`src/rtl/instr_fetch_if.sv`:
```
// Fetch-stage bus bundle: instruction ROM port, redirect input
// and the downstream valid/ready instruction handshake.
interface instr_fetch_if #(
    parameter int ADDR_W  = 8,
    parameter int INSTR_W = 16
);
    logic               imem_req;
    logic [ADDR_W-1:0]  imem_addr;
    logic [INSTR_W-1:0] imem_rdata;
    logic               redirect_valid;
    logic [ADDR_W-1:0]  redirect_pc;
    logic               out_valid;
    logic               out_ready;
    logic [INSTR_W-1:0] out_instr;
    logic [ADDR_W-1:0]  out_pc;

    modport master (
        output imem_req, imem_addr,
        input  imem_rdata,
        input  redirect_valid, redirect_pc,
        output out_valid, out_instr, out_pc,
        input  out_ready
    );

    modport slave (
        input  imem_req, imem_addr,
        output imem_rdata,
        output redirect_valid, redirect_pc,
        input  out_valid, out_instr, out_pc,
        output out_ready
    );
endinterface

```
`src/rtl/instr_fetch.sv`:
```
// Instruction fetch stage: PC, one-cycle ROM read, 2-entry
// {pc, instr} queue toward decode, flushed by branch redirects.
module instr_fetch #(
    parameter int                ADDR_W   = 8,
    parameter int                INSTR_W  = 16,
    parameter logic [ADDR_W-1:0] RESET_PC = '0
) (
    input logic            clk,
    input logic            rst_n,
    instr_fetch_if.master  bus
);

    typedef struct packed {
        logic [ADDR_W-1:0]  pc;
        logic [INSTR_W-1:0] instr;
    } entry_t;

    localparam logic [ADDR_W-1:0] PC_ONE = {{(ADDR_W-1){1'b0}}, 1'b1};

    logic [ADDR_W-1:0] pc_q, pc_d;
    logic [ADDR_W-1:0] ifl_pc_q, ifl_pc_d;
    logic              inflight_q, inflight_d;
    logic [1:0]        count_q, count_d;
    logic              rd_ptr_q, rd_ptr_d;
    logic              wr_ptr_q, wr_ptr_d;
    entry_t            mem_q [2];
    entry_t            mem_d [2];

    logic       deq;
    logic       enq;
    logic       issue;
    logic [1:0] occ;
    logic       valid;

    // Occupancy counts the in-flight read so the queue cannot overflow.
    always_comb begin
        occ   = count_q + {1'b0, inflight_q};
        valid = (count_q != 2'd0) & ~bus.redirect_valid;
        deq   = valid & bus.out_ready;
        enq   = inflight_q & ~bus.redirect_valid;
        issue = rst_n & ~bus.redirect_valid & ((occ < 2'd2) | deq);
    end

    assign bus.imem_req  = issue;
    assign bus.imem_addr = pc_q;
    assign bus.out_valid = valid;
    assign bus.out_instr = mem_q[rd_ptr_q].instr;
    assign bus.out_pc    = mem_q[rd_ptr_q].pc;

    always_comb begin
        pc_d       = pc_q;
        ifl_pc_d   = ifl_pc_q;
        inflight_d = 1'b0;
        count_d    = count_q;
        rd_ptr_d   = rd_ptr_q;
        wr_ptr_d   = wr_ptr_q;
        mem_d[0]   = mem_q[0];
        mem_d[1]   = mem_q[1];

        if (bus.redirect_valid) begin
            pc_d     = bus.redirect_pc;
            count_d  = 2'd0;
            rd_ptr_d = 1'b0;
            wr_ptr_d = 1'b0;
        end else begin
            if (issue) begin
                pc_d       = pc_q + PC_ONE;
                ifl_pc_d   = pc_q;
                inflight_d = 1'b1;
            end
            if (enq) begin
                mem_d[wr_ptr_q] = '{pc: ifl_pc_q, instr: bus.imem_rdata};
                wr_ptr_d        = ~wr_ptr_q;
            end
            if (deq) begin
                rd_ptr_d = ~rd_ptr_q;
            end
            unique case (1'b1)
                enq & ~deq: count_d = count_q + 2'd1;
                deq & ~enq: count_d = count_q - 2'd1;
                default:    count_d = count_q;
            endcase
        end
    end

    always_ff @(posedge clk or negedge rst_n) begin
        if (!rst_n) begin
            pc_q       <= RESET_PC;
            ifl_pc_q   <= '0;
            inflight_q <= 1'b0;
            count_q    <= 2'd0;
            rd_ptr_q   <= 1'b0;
            wr_ptr_q   <= 1'b0;
            mem_q[0]   <= '0;
            mem_q[1]   <= '0;
        end else begin
            pc_q       <= pc_d;
            ifl_pc_q   <= ifl_pc_d;
            inflight_q <= inflight_d;
            count_q    <= count_d;
            rd_ptr_q   <= rd_ptr_d;
            wr_ptr_q   <= wr_ptr_d;
            mem_q[0]   <= mem_d[0];
            mem_q[1]   <= mem_d[1];
        end
    end

endmodule

```
`src/flat_wrapper.sv`:
```
// flat-port wrapper written by rule: the top's interface ports become plain ports
module instr_fetch_flat 
#(
    parameter int                ADDR_W   = 8,
    parameter int                INSTR_W  = 16,
    parameter logic [ADDR_W-1:0] RESET_PC = '0
)
  (clk, rst_n, bus_imem_req, bus_imem_addr, bus_imem_rdata, bus_redirect_valid, bus_redirect_pc, bus_out_valid, bus_out_instr, bus_out_pc, bus_out_ready);
  instr_fetch_if #(.ADDR_W(ADDR_W), .INSTR_W(INSTR_W)) bus_i ();
  input logic clk;
  input logic rst_n;
  output wire logic [$bits(bus_i.imem_req)-1:0] bus_imem_req;
  output wire logic [$bits(bus_i.imem_addr)-1:0] bus_imem_addr;
  input wire logic [$bits(bus_i.imem_rdata)-1:0] bus_imem_rdata;
  input wire logic [$bits(bus_i.redirect_valid)-1:0] bus_redirect_valid;
  input wire logic [$bits(bus_i.redirect_pc)-1:0] bus_redirect_pc;
  output wire logic [$bits(bus_i.out_valid)-1:0] bus_out_valid;
  output wire logic [$bits(bus_i.out_instr)-1:0] bus_out_instr;
  output wire logic [$bits(bus_i.out_pc)-1:0] bus_out_pc;
  input wire logic [$bits(bus_i.out_ready)-1:0] bus_out_ready;
  assign bus_imem_req = bus_i.imem_req;
  assign bus_imem_addr = bus_i.imem_addr;
  assign bus_i.imem_rdata = bus_imem_rdata;
  assign bus_i.redirect_valid = bus_redirect_valid;
  assign bus_i.redirect_pc = bus_redirect_pc;
  assign bus_out_valid = bus_i.out_valid;
  assign bus_out_instr = bus_i.out_instr;
  assign bus_out_pc = bus_i.out_pc;
  assign bus_i.out_ready = bus_out_ready;
  instr_fetch #(.ADDR_W(ADDR_W), .INSTR_W(INSTR_W), .RESET_PC(RESET_PC)) u_core (.clk(clk), .rst_n(rst_n), .bus(bus_i));
endmodule
```
`config.mk`:
```
export PLATFORM = sky130hd
export DESIGN_NAME = instr_fetch_flat
export DESIGN_NICKNAME = d
export VERILOG_FILES = /design/src/rtl/instr_fetch_if.sv /design/src/rtl/instr_fetch.sv /design/src/flat_wrapper.sv
export SDC_FILE = /design/constraint.sdc
export NUM_CORES = 1
export LEC_CHECK = 0
export ABC_AREA = 1
export BUFFER_PORTS_ARGS = -buffer_cell sky130_fd_sc_hd__buf_4
export CORE_ASPECT_RATIO = 0.8
export CORE_MARGIN = 1.5
export CORE_UTILIZATION = 49
export DETAILED_ROUTE_END_ITERATION = 12
export GPL_TIMING_DRIVEN = 0
export PLACE_DENSITY = 0.75
export SYNTH_ARGS = -nofsm -noshare
export SYNTH_HDL_FRONTEND = slang
export SYNTH_SLANG_ARGS = --single-unit
```
`constraint.sdc`:
```
create_clock -name clk -period 1.1 [get_ports clk]
set_input_delay 0.055 -clock clk [delete_from_list [all_inputs] [get_ports clk]]
set_output_delay 0.055 -clock clk [all_outputs]
set_load 0.02 [all_outputs]
```
Word-level counts from Yosys, hierarchy flattened
Cells that the tools add are included.
{ "totals": {"regBits": 69, "word_cells": 57} }
{ "op_classes": {"add_sub_neg": 4, "magnitude_cmp": 4, "muxes": 16, "bitwise": 15, "reduce_logical": 8} }
{ "ops": {"columns": ["cell", "n"], "rows": [
  ["$mux W24", 4],
  ["$bwmux W48", 1],
  ["$demux W24 S1", 1],
  ["$mux W8", 2],
  ["$add A8 B1 Y8 const B", 1],
  ["$reduce_bool A2 Y1", 4],
  ["$and A1 B1 Y1", 7],
  ["$mux W1", 6],
  ["$not A1 Y1", 5],
  ["$ge A2 B2 Y1 const B", 2],
  ["$not A1 Y2", 2],
  ["$pmux W2 S2", 1],
  ["$reduce_and A2 Y1", 2],
  ["$reduce_bool A3 Y1", 1],
  ["$add A2 B1 Y2", 1],
  ["$add A2 B1 Y2 const B", 1],
  ["$lt A2 B1 Y1 const B", 1],
  ["$lt A2 B2 Y1 const B", 1],
  ["$mux W2", 1],
  ["$sub A2 B1 Y2 const B", 1],
  ["$logic_and A1 B1 Y1", 1],
  ["$or A1 B1 Y1", 1]
]} }

Longest topological paths before layout
Gate-level depths: netlist of the first run.
{ "depth": {"word_depth": 7, "ltp_mapped": 8, "depth_no_buf": 8} }

Worst setup path after synthesis of the first run
OpenSTA, ideal clock, no wires.
{ "synth_timing": {"path_kind": "register to register", "start": "register u_core.pc_q[0], in the netlist u_core.bus.imem_addr[0]", "end": "register u_core.pc_q[6], in the netlist u_core.bus.imem_addr[6]", "setup_time_ns": 0.123, "arrival_ns": 1.152, "required_ns": 0.977, "setup_slack_ns": -0.175, "path_stages_with_launch": 9, "path_buffers": 0, "synth_period_minus_slack_ns": 1.275, "cell_sequence": "dfrtp_1 -> ha_1 -> nand2_1 -> inv_1 -> nand3_1 -> nand2_1 -> nand2_1 -> nand2_1 -> nand3_2"} }
{ "synth_via": {"elab_chain_len": 3} }
{ "synth_lines": {"columns": ["element", "line", "source"], "rows": [
  ["start: declaration", "instr_fetch.sv:20", "logic [ADDR_W-1:0] pc_q, pc_d;"],
  ["start signal: assignment", "instr_fetch.sv:97", "pc_q <= pc_d;"],
  ["$add A8 B1 Y8", "instr_fetch.sv:67", "pc_d = pc_q + PC_ONE;"],
  ["$mux W8", "instr_fetch.sv:66", "if (issue) begin"],
  ["$mux W8", "instr_fetch.sv:60", "if (bus.redirect_valid) begin"]
]} }
Every way passes these cells. The select of a mux whose other input is x is not followed.
A chain may end at the register's enable or synchronous reset.

Worst setup path in the final report of the first run
{ "layout_timing": {"start": "register u_core.rd_ptr_q", "end": "output bus_out_pc[2]"} }
{ "layout_via": {"elab_chain_len": 4} }
{ "layout_lines": {"columns": ["element", "line", "source"], "rows": [
  ["start: declaration", "instr_fetch.sv:24", "logic rd_ptr_q, rd_ptr_d;"],
  ["start signal: assignment", "instr_fetch.sv:101", "rd_ptr_q <= rd_ptr_d;"],
  ["$not A1 Y2 (implied by the code)", "instr_fetch.sv:48", "assign bus.out_pc = mem_q[rd_ptr_q].pc;"],
  ["$mux W24 (3 in series)", null, null],
  ["end: declaration", "flat_wrapper.sv:19", "output wire logic [$bits(bus_i.out_pc)-1:0] bus_out_pc;"]
]} }
Every way passes these cells. The select of a mux whose other input is x is not followed.

==> results of run 1 <==
## where the power goes
group          switching (mW)  internal, mW
clock network            1.07          1.10
registers                1.27          3.62
logic                    3.86          3.99
## sequential cells by signal, indices dropped and copies added (netlist names)
signal	flops
u_core.mem_q	48
u_core.wr_ptr_q	1
u_core.bus.imem_addr	8
u_core.count_q	2
u_core.inflight_q	1
u_core.ifl_pc_q	8
u_core.rd_ptr_q	1
## metrics by stage
| step | worst slack (ns) | setup TNS, ns | hold WS (ns) | std cells |
|---|---|---|---|---|
| after global routing | -0.515 | -29.92 | -0.269 | 570 |
| after floorplan | -0.0952 | -0.940 | -0.241 | 349 |
| after global placement | -0.619 | -21.65 | 0.231 | 494 |
| final | -0.474 | -26.78 | -0.310 | 570 |
| after CTS | -0.449 | -18.01 | -0.272 | 561 |
| after detailed placement | -0.643 | -23.21 | 0.229 | 494 |
## per-layer routing
metal  routed length (µm)  track usage [%]
met1                 4970             37.6
met2                 6700             47.1
met3                 1120             7.27
met4                  630             9.43
met5                    0                0
## repair_timing
| action | CTS | global route |
|---|---|---|
| hold endpoints to repair | 107 | 69 |
| pin swaps | 8 | 13 |
| buffers inserted | 21 | 8 |
| cloned | 7 | 3 |
| endpoints found under the setup margin | 93 | 95 |
| resized for setup | 169 | 171 |
## synth_stat cells (2+ instances only)
master	number
inv_1	37
clkbuf_1	6
nor2_1	6
nand3_2	5
mux2_2	24
o21ai_0	53
buf_6	3
nand2_1	98
inv_2	2
nand3_1	20
xor2_1	2
o21ai_1	4
dfrtp_1	69
buf_2	8
o21ai_2	4
nand2_2	2
## layout make-up
class | instances | area (µm²) | share of cell area (%)
Multi-Input combinational cell | 224 | 1910 | 33.9
Sequential cell | 69 | 1730 | 30.6
Timing Repair Buffer | 121 | 1300 | 22.9
Buffer | 17 | 251 | 4.45
Inverter | 39 | 154 | 2.72
Clock buffer | 10 | 138 | 2.44
Tap cell | 84 | 105 | 1.86
Clock inverter | 6 | 62.6 | 1.11
## kinds of logic after synthesis
family | count (synthesis) | share of synthesized area [%]
AND/OR/NAND/NOR | 134 | 18.4
AO/OA/AOI/OAI | 63 | 10.7
adder cells (fa/ha/maj) | 1 | 0.391
flip-flops | 69 | 54.0
XOR/XNOR | 2 | 0.548
multiplexers | 24 | 8.45
buffers and inverters | 56 | 7.59
## how the worst max path moves through the flow
stage                     cells after the start                             endpoint                                start  slack, ns
after detailed placement                      7  u_core.bus.imem_addr[3]$_DFFE_PN0P_                                rst_n      -0.64
final                                         4                        bus_out_pc[2]          u_core.rd_ptr_q$_DFFE_PN0P_      -0.47
after global placement                        7  u_core.bus.imem_addr[4]$_DFFE_PN0P_                                rst_n      -0.62
after global routing                          6                         bus_imem_req        u_core.count_q[0]$_DFFE_PN0P_      -0.51
after CTS                                     4                        bus_out_pc[4]          u_core.rd_ptr_q$_DFFE_PN0P_      -0.45
after floorplan                               6  u_core.bus.imem_addr[4]$_DFFE_PN0P_  u_core.bus.imem_addr[0]$_DFFE_PN0P_       -0.1
## worst max-delay path: cells and delay by family, from the launching register on
family   cells  cell delay [ns]
buf+inv      3             0.47
flops        1             0.38
mux          1             0.31
==> results.md, run 1 <==
- Status: complete, but fails checks
- Failing checks: hold timing, setup timing
- Fillers: roughly 250
- Initial Util: 50.4%
- Core ar.: about 6300 µm²
- Number of flops mapped to enable cells by yosys: 0
- Initial antenna violation count: 0
- Die width: about 93 µm
- Top FF cell, synth: dfrtp_1
- Final hold violation count: 69
- GP Congestion: 0.799
- Yosys top cell by area: dfrtp_1
- Syn nets: between 300 and 400
- Detail-routed net length per standard cell: ~24 µm
- Most common cell after layout, fill and taps aside: dfrtp_1
- RSZ-0062 raised after global routing: true
- Full die area: about 7000 µm²
- # diodes: 0
- Setup WS post-layout: -0.474 ns
- Asr flop ratio synth: 100%
- Total Power: ~15 mW
- Final period util: 143%
- Worst-Margin Slew: 0.651 ns
- Vias in the first global route: roughly 3000
- Max VDD drop: roughly 0.0018 V
- Top cells by area, synth: dfrtp_1 54%, nand2_1 11%, mux2_2 8.4%
- CTS tree: done
- Finish-stage setup viols: between 90 and 100
- Post-route cell area: approximately 5700 µm²
- Ports: 62
- Clk buf depth: 2
- FMAX: 0.635 GHz
- Ys Warns: 0
- CP Max Fanout: 7
- Syn Std Cell Area: 3200 µm²
- Hold_buf cts: 23
- Crit path time final: between 1.5 and 2 ns
- Register-to-Register Path Depth: 10
- DRC Markers: 0
- Final wirelength: about 13000 µm
- Cell Rows: 26
- Grt total ovfl: 0
- Post-synthesis sequential area ratio: between 50 and 60%
- IO buf count: a little over 60
- Worst reg2reg setup slack: -0.39 ns
- Reg2reg end: u_core.bus.imem_addr[0]$_DFFE_PN0P_
- First-pass GRT wire length: roughly 15000 µm
- CP max-delay cell: dfrtp_1
- Detailed Routing Iterations Pass 1: 5
- Max Slew Vio Count: 0
- Max-cap viol count: 0
- Clock sink count: between 60 and 70
- Hpwl dp: between 4000 and 5000 µm
- Final nets: between 500 and 600
- Crit Path Class: reg2out
- Placed Area: 3780 µm²
- Flops & latches, synth: between 60 and 70
- RR Startpoint: u_core.count_q[1]$_DFFE_PN0P_
- P per Cell Area: 2640 nW/µm²
- Critical Path End Type: primary output
- Worst Skew: 0.00960 ns
- Largest stage delay, worst path: 0.38 ns
- Relative slew slack: 56.6%
- Pleak: 2.79 nW
- Clock transition at path regs: 0.08 ns
- Ratio of cells with drive above 1 in the final layout: roughly three fifths
- Layout Utilization: between 80 and 90%
- Post-route antenna net violation count: 0
- Synth top area share: a little over half
- Syn Inst Count: about 350
- Commonest non-fill, non-tap cells in the layout: 66 x dfrtp_1, 44 x buf_6, 44 x buf_4
- Clock Latency Late Sink: about 0.36 ns
- Library cells used by synthesis: 22
- CP most frequent cell: buf_6
- Via density per instance: ~6
- Crit path DAT: roughly 1.5 ns
- DIE HEIGHT: about 75 µm
- H-tree depth: 3
- Drt first-iter violations: approximately 340
- Layout area overhead: 76.7%
- Vias: 3357
- CP cell instances: buf_6 > clkbuf_16 > mux2_4 > buf_6
- CP startpoint kind: flop
- Fin Hold WS: -0.310 ns
- Syn avg cell area: 9.17 µm²
- Worst hold path type: in2async
- Largest net degree at the start of global routing: 71
- WP data required: 1.04 ns
- Root buffer cell: clkbuf_8
- Total track usage: 28.6%
- CTS buffer count: 9
(Power assumes the default switching activity.)
==> inputs of run 2 (changes only) <==
--- a/config.mk
+++ b/config.mk
@@ -16,3 +16,4 @@
 export SYNTH_ARGS = -nofsm -noshare
 export SYNTH_HDL_FRONTEND = slang
 export SYNTH_SLANG_ARGS = --single-unit
+export TNS_END_PERCENT = 10
==> run 2 against run 1 <==
  * The run still ends with hold timing, setup timing left
  * Critical path depth is 2 higher
  * Power is 17% lower
  * Clock skew is 0.0021 ns lower
  * Cell count is 4.0% lower
  * Flip-flop and latch count stayed put
  * Clock power is 6% lower
  * First-iteration DRC count is 61% lower
  * Via count is 15% lower
  * Clock-buffer cell count stayed put
  * Combinational power is 23% lower
  * Setup slack better by 0.0046 ns
  * Wire length is 36% lower
==> results.md, run 2 (synthesized netlist as in run 1, its figures left out) <==
- Largest register by flop count: u_core.mem_q
- Die width: 93.3 µm (unchanged)
- Area of the multi-input gates: 1400 µm² (-27%)
- Failing checks: hold timing, setup timing
- CP max-delay cell: dfrtp_1
- Pre-CTS setup slack: -0.654 ns (-0.0113 ns)
- Hold_buf cts: 23 (unchanged)
- Ports: 62 (unchanged)
- Vias in the first global route: 2587 (-13%)
- Clock Latency Late Sink: 0.35 ns (about the same)
- DRC Markers: 0 (unchanged)
- DIE HEIGHT: 75.3 µm (unchanged)
- Layout area overhead: 47.3%
- Clock sink count: 69 (unchanged)
- Critical Path End Type: primary output
- Ratio of cells with drive above 1 in the final layout: 36.7% (-25 points)
- Initial Util: 50.4% (unchanged)
- Fin Hold WS: -0.321 ns (-0.0114 ns)
- H-tree depth: 3 (unchanged)
- IO buf count: 61 (unchanged)
- Setup WS post-layout: -0.470 ns (+0.00463 ns)
- CP Max Fanout: 4 (-3)
- WP data required: 1.04 ns (about the same)
- CTS tree: done
- P per Cell Area: 2630 nW/µm² (-0.24%)
- Final period util: 143% (-0.42 points)
- Full die area: 7030 µm² (unchanged)
- Detail-routed net length per standard cell: 15.7 µm (-33%)
- Post-route antenna net violation count: 0 (unchanged)
- Finish-stage setup viols: 86 (-9.5%)
- Root buffer cell: clkbuf_8
- Total Power: 12.4 mW (-17%)
- Most common cell after layout, fill and taps aside: nand2_1
- GP Congestion: 0.771 (-3.5%)
- Core ar.: 6340 µm² (unchanged)
- Total track usage: 22.7% (-6.0 points)
- # diodes: 0 (unchanged)
- Final hold violation count: 69 (unchanged)
- First-pass GRT wire length: 12200 µm (-19%)
- Initial antenna violation count: 0 (unchanged)
- Relative slew slack: 56.2% (-0.41 points)
- Crit path DAT: 1.51 ns (about the same)
- Register-to-Register Path Depth: 9 (-1)
- Status: complete, but fails checks
- Fillers: 422 (+72%)
- Grt total ovfl: 0 (unchanged)
- Sequential cell area: 1730 µm² (unchanged)
- Detailed Routing Iterations Pass 1: 5 (unchanged)
- FMAX: 0.637 GHz (+0.30%)
- CTS buffer count: 9 (unchanged)
- Hpwl dp: 4610 µm (-3.9%)
- Vias: 2870 (-15%)
- Largest stage delay, worst path: 0.43 ns (+0.05 ns)
- Largest net degree at the start of global routing: 71 (unchanged)
- Drt first-iter violations: 131 (-61%)
- Commonest non-fill, non-tap cells in the layout: 93 x nand2_1, 66 x dfrtp_1, 46 x buf_4
- Pleak: 2.38 nW (-14%)
- Max-cap viol count: 0 (unchanged)
- Final nets: 487 (-4.5%)
- Worst Skew: 0.00752 ns (-0.00208 ns)
- RSZ-0062 raised after global routing: true
- Clock transition at path regs: 0.08 ns (about the same)
- CP startpoint kind: flop
- Via density per instance: 5.25 (-11%)
- Crit path time final: 1.57 ns (-0.00463 ns)
- Max VDD drop: 0.00171 V (-7.4%)
- Max Slew Vio Count: 0 (unchanged)
- Cell Rows: 26 (unchanged)
- Final wirelength: 8590 µm (-36%)
- Worst hold path type: in2async
- Clk buf depth: 2 (unchanged)
- Crit Path Class: reg2out
- CP cell instances: nand2_1 > nand2_1 > nand2_4 > a21oi_4 > buf_6 > buf_6
- Worst-Margin Slew: 0.657 ns (+0.00614 ns)
- Max reg flops: 48 (unchanged)
## run 2: changes by cell type in the layout (fill, tap and decap cells not counted), moves of 5 or more
cell	before	now
nand3_2	17	10
nand2_1	28	93
buf_6	44	34
o21ai_0	2	27
o21ai_1	16	22
buf_12	7	2
nand3_1	8	15
nand2_2	32	3
o21ai_2	42	12
nand2_4	40	4
## run 2: worst max-delay path, delay by kind of cell, from the launching register on
kind | cells | cell delay (ns)
compound gates | 1 | 0.20
buf+inv | 2 | 0.25
flops | 1 | 0.43
simple gates | 3 | 0.29
## run 2: path summary, 6_finish.rpt
check                                                      end                         start  slack, ns
hold / removal                     u_core.mem_q[2]$_DFFE_PN0P_                         rst_n      -0.32
setup reg to reg           u_core.bus.imem_addr[3]$_DFFE_PN0P_   u_core.inflight_q$_DFF_PN0_      -0.33
max in group asynchronous  u_core.bus.imem_addr[1]$_DFFE_PN0P_                         rst_n       0.90
min in group clk           u_core.bus.imem_addr[0]$_DFFE_PN0P_            bus_redirect_pc[0]       0.02
setup / recovery                                  bus_imem_req   u_core.inflight_q$_DFF_PN0_      -0.47
hold reg to reg                   u_core.mem_q[28]$_DFFE_PN0P_  u_core.mem_q[28]$_DFFE_PN0P_       0.49
## run 2: per-stage QoR
stage               std cells  setup TNS [ns]  hold slack, ns  utilization (%)  area (µm²)
floorplan                 349           -1.95          -0.241                -        3210
global placement          494          -24.40           0.224             59.5        3770
detailed placement        494          -25.87           0.231             59.5        3770
CTS                       540          -14.68          -0.268             69.7        4420
global route              547          -23.19          -0.255             74.3        4710
finish                    547          -19.12          -0.321             74.3        4710
## run 2: timing repair
| action | 4_1_cts | 5_1_grt |
|---|---|---|
| endpoints found under the setup margin | 94 | 94 |
| pin swaps | 3 | 3 |
| cloned | 0 | 2 |
| buffers inserted | 7 | 5 |
| endpoints found under the hold margin | 106 | 69 |
| gates resized for setup | 64 | 71 |
## run 2: routing by layer
metal	routed length (µm)	part of all wire [%]	vias up	track usage, %
li1	-	-	1337	-
met1	3570	42	1421	30.7
met5	0	0	-	0
met4	152	1.8	0	8.42
met3	516	6.0	18	5.25
met2	4350	51	94	36.1
## run 2: where the power goes
| group | switching [mW] | total [mW] | leakage [nW] | internal [mW] |
|---|---|---|---|---|
| Clock | 1.01 | 2.05 | 0.0923 | 1.04 |
| Combinational | 2.89 | 6.03 | 1.41 | 3.14 |
| Sequential | 0.696 | 4.32 | 0.877 | 3.62 |
## run 2: layout make-up
type | count | area share [%]
flip-flops and latches | 69 | 36.7
clock buffers | 10 | 2.71
inverters | 39 | 3.11
clock inverters | 6 | 1.35
plain buffers | 17 | 3.82
multi-input cells | 224 | 29.7
repair buffers | 98 | 20.3
well taps | 84 | 2.23
==> inputs of run 3 (changes only) <==
--- a/config.mk
+++ b/config.mk
@@ -9,10 +9,12 @@
 export BUFFER_PORTS_ARGS = -buffer_cell sky130_fd_sc_hd__buf_4
 export CORE_ASPECT_RATIO = 0.8
 export CORE_MARGIN = 1.5
-export CORE_UTILIZATION = 49
+export CORE_UTILIZATION = 51
+export CTS_BUF_LIST = sky130_fd_sc_hd__clkbuf_4 sky130_fd_sc_hd__clkbuf_8
 export DETAILED_ROUTE_END_ITERATION = 12
 export GPL_TIMING_DRIVEN = 0
-export PLACE_DENSITY = 0.75
+export PLACE_DENSITY = 0.77
+export RECOVER_POWER = 50
 export SYNTH_ARGS = -nofsm -noshare
 export SYNTH_HDL_FRONTEND = slang
 export SYNTH_SLANG_ARGS = --single-unit
==> run 3 against run 2 <==
  * The flow still finishes with violations (hold timing, setup timing)
  * Critical path depth is 2 lower
  * Register-to-register slack better by 0.03 ns
  * First-iteration DRC count rose by 78%
  * Non-clock buffer count shrank 6
==> results.md, run 3 (synthesized netlist as in run 1, its figures left out) <==
- Most common cell after layout, fill and taps aside: nand2_1
- CTS tree: done
- Clock sink count: 69 (unchanged)
- CP most frequent cell: buf_6
- Largest register by flop count: u_core.mem_q
- Final nets: 481 (-1.2%)
- CTS buffer count: 9 (unchanged)
- Initial Util: 53.5% (+3.1 points)
- Max VDD drop: 0.00161 V (-5.8%)
- DRC Markers: 0 (unchanged)
- # diodes: 0 (unchanged)
- Placed Area: 3770 µm² (about the same)
- IO buf count: 61 (unchanged)
- Crit path time final: 1.53 ns (-0.0396 ns)
- Max Slew Vio Count: 0 (unchanged)
- Largest net degree at the start of global routing: 71 (unchanged)
- FMAX: 0.654 GHz (+2.6%)
- Worst-Margin Slew: 0.629 ns (-0.0285 ns)
- Vias: 2840 (-1.0%)
- Post-route antenna net violation count: 0 (unchanged)
- Hold_buf cts: 21 (-8.7%)
- Detail-routed net length per standard cell: 16.2 µm (+3.2%)
- Ports: 62 (unchanged)
- Final wirelength: 8700 µm (+1.3%)
- Vias in the first global route: 2743 (+6.0%)
- RSZ-0062 raised after global routing: true
- Detailed Routing Iterations Pass 1: 4 (-1)
- Critical Path End Type: primary output
- CP cell instances: buf_6 > clkbuf_16 > mux2_4 > buf_6
- Relative slew slack: 58.1% (+1.9 points)
- P per Cell Area: 2640 nW/µm² (+0.22%)
- Full die area: 6760 µm² (-3.8%)
- Initial antenna violation count: 0 (unchanged)
- Hpwl dp: 4710 µm (+2.1%)
- Pre-CTS setup slack: -0.688 ns (-0.0340 ns)
- Root buffer cell: clkbuf_8
- GP Congestion: 0.753 (-2.3%)
- DIE HEIGHT: 73.8 µm (-1.9%)
- Max reg flops: 48 (unchanged)
- Drt first-iter violations: 233 (+78%)
- Fillers: 381 (-9.7%)
- Crit Path Class: reg2out
- Pleak: 2.33 nW (-2.2%)
- H-tree depth: 3 (unchanged)
- CP max-delay cell: dfrtp_1
- Grt total ovfl: 0 (unchanged)
- Worst hold path type: in2async
- Crit path DAT: 1.48 ns (-0.03 ns)
- Clock Latency Late Sink: 0.34 ns (about the same)
- Layout area overhead: 42.4%
- Core ar.: 5970 µm² (-5.8%)
- Final hold violation count: 70 (+1.4%)
- Post-route cell area: 4560 µm² (-3.3%)
- Largest stage delay, worst path: 0.38 ns (-0.05 ns)
- Clock transition at path regs: 0.07 ns (about the same)
- Ratio of cells with drive above 1 in the final layout: 34.6% (-2.1 points)
- Cell Rows: 25 (-3.8%)
- Final period util: 139% (-3.6 points)
- First-pass GRT wire length: 13000 µm (+5.7%)
- CP startpoint kind: flop
- Die width: 91.6 µm (-1.9%)
- CP Max Fanout: 7 (+3)
- Via density per instance: 5.29 (+0.80%)
- Placed instance count: 491 (-0.61%)
- Fin Hold WS: -0.286 ns (+0.0350 ns)
- Max-cap viol count: 0 (unchanged)
- Total track usage: 25.1% (+2.5 points)
- Status: complete, but fails checks
- Commonest non-fill, non-tap cells in the layout: 93 x nand2_1, 66 x dfrtp_1, 43 x buf_4
- WP data required: 1.04 ns (about the same)
- Worst Skew: 0.00733 ns (-0.000196 ns)
- Setup WS post-layout: -0.430 ns (+0.0396 ns)
- Finish-stage setup viols: 76 (-12%)
- Failing checks: hold timing, setup timing
- Post-route insts no fill: 537 (-1.8%)
- Clk buf depth: 2 (unchanged)
-- run 3: cell count changes in the layout (fill, tap and decap cells not counted), sizes merged --
cell / before / now
bufinv: 1 / 0
clkinvlp: 2 / 1
dlygate4sd3: 23 / 21
buf: 88 / 84
clkinv: 3 / 4
-- run 3: timing repair --
action,in CTS,in global routing
endpoints found under the setup margin,94,94
gates resized for setup,69,57
pin swaps,2,4
setup buffers,7,1
endpoints found under the hold margin,101,69
gates cloned,0,2
-- run 3: cell type report --
type | instances | area [µm²] | area share, %
buffer | 17 | 176 | 3.87
clock inverter | 5 | 27.5 | 0.604
multi-input combinational | 224 | 1350 | 29.5
timing repair buffer | 92 | 891 | 19.6
inverter | 39 | 146 | 3.21
sequential | 69 | 1730 | 38.0
clock buffer | 10 | 138 | 3.02
tap | 81 | 101 | 2.22
-- run 3: critical path: cells and delay by family, from the launching register on --
family / cells / cell delay (ns)
buffers and inverters: 3 / 0.45
multiplexers: 1 / 0.31
flip-flops: 1 / 0.38
-- run 3: stage by stage --
stage	total power [mW]	TNS (ns)	util, %
floorplan	7.04	-1.95	-
global placement	8.46	-24.25	63.1
detailed placement	8.60	-25.99	63.1
CTS	11.1	-14.82	73.0
global route	12.6	-21.44	76.3
finish	12.0	-16.60	76.3
-- run 3: power breakdown --
| part | internal, mW | switching [mW] | total [mW] |
|---|---|---|---|
| clock network | 0.850 | 0.934 | 1.78 |
| logic | 2.99 | 2.88 | 5.88 |
| registers | 3.63 | 0.731 | 4.36 |
| total | 7.47 | 4.55 | 12.0 |
-- run 3: routing by layer --
metal / up-vias / part of all wire (%) / wire (µm) / global-route usage [%]
met5: - / 0 / 0 / 0
met4: 0 / 2.2 / 189 / 8.33
met3: 20 / 4.9 / 429 / 7.14
met2: 106 / 49 / 4290 / 41.3
met1: 1384 / 44 / 3780 / 32.5
li1: 1330 / - / - / -
-- run 3: worst paths after layout --
path                                               startpoint                             endpoint  slack, ns  cells past startpoint
min in group clk                            bus_imem_rdata[0]         u_core.mem_q[24]$_DFFE_PN0P_      -0.01                      3
max in group asynchronous                               rst_n  u_core.bus.imem_addr[1]$_DFFE_PN0P_       0.92                      1
worst min register to register    u_core.mem_q[0]$_DFFE_PN0P_          u_core.mem_q[0]$_DFFE_PN0P_       0.49                      2
worst min-delay path                                    rst_n  u_core.bus.imem_addr[6]$_DFFE_PN0P_      -0.29                      1
worst max register to register  u_core.count_q[1]$_DFFE_PN0P_  u_core.bus.imem_addr[5]$_DFFE_PN0P_      -0.30                      9
worst max-delay path              u_core.rd_ptr_q$_DFFE_PN0P_                     bus_out_instr[8]      -0.43                      4
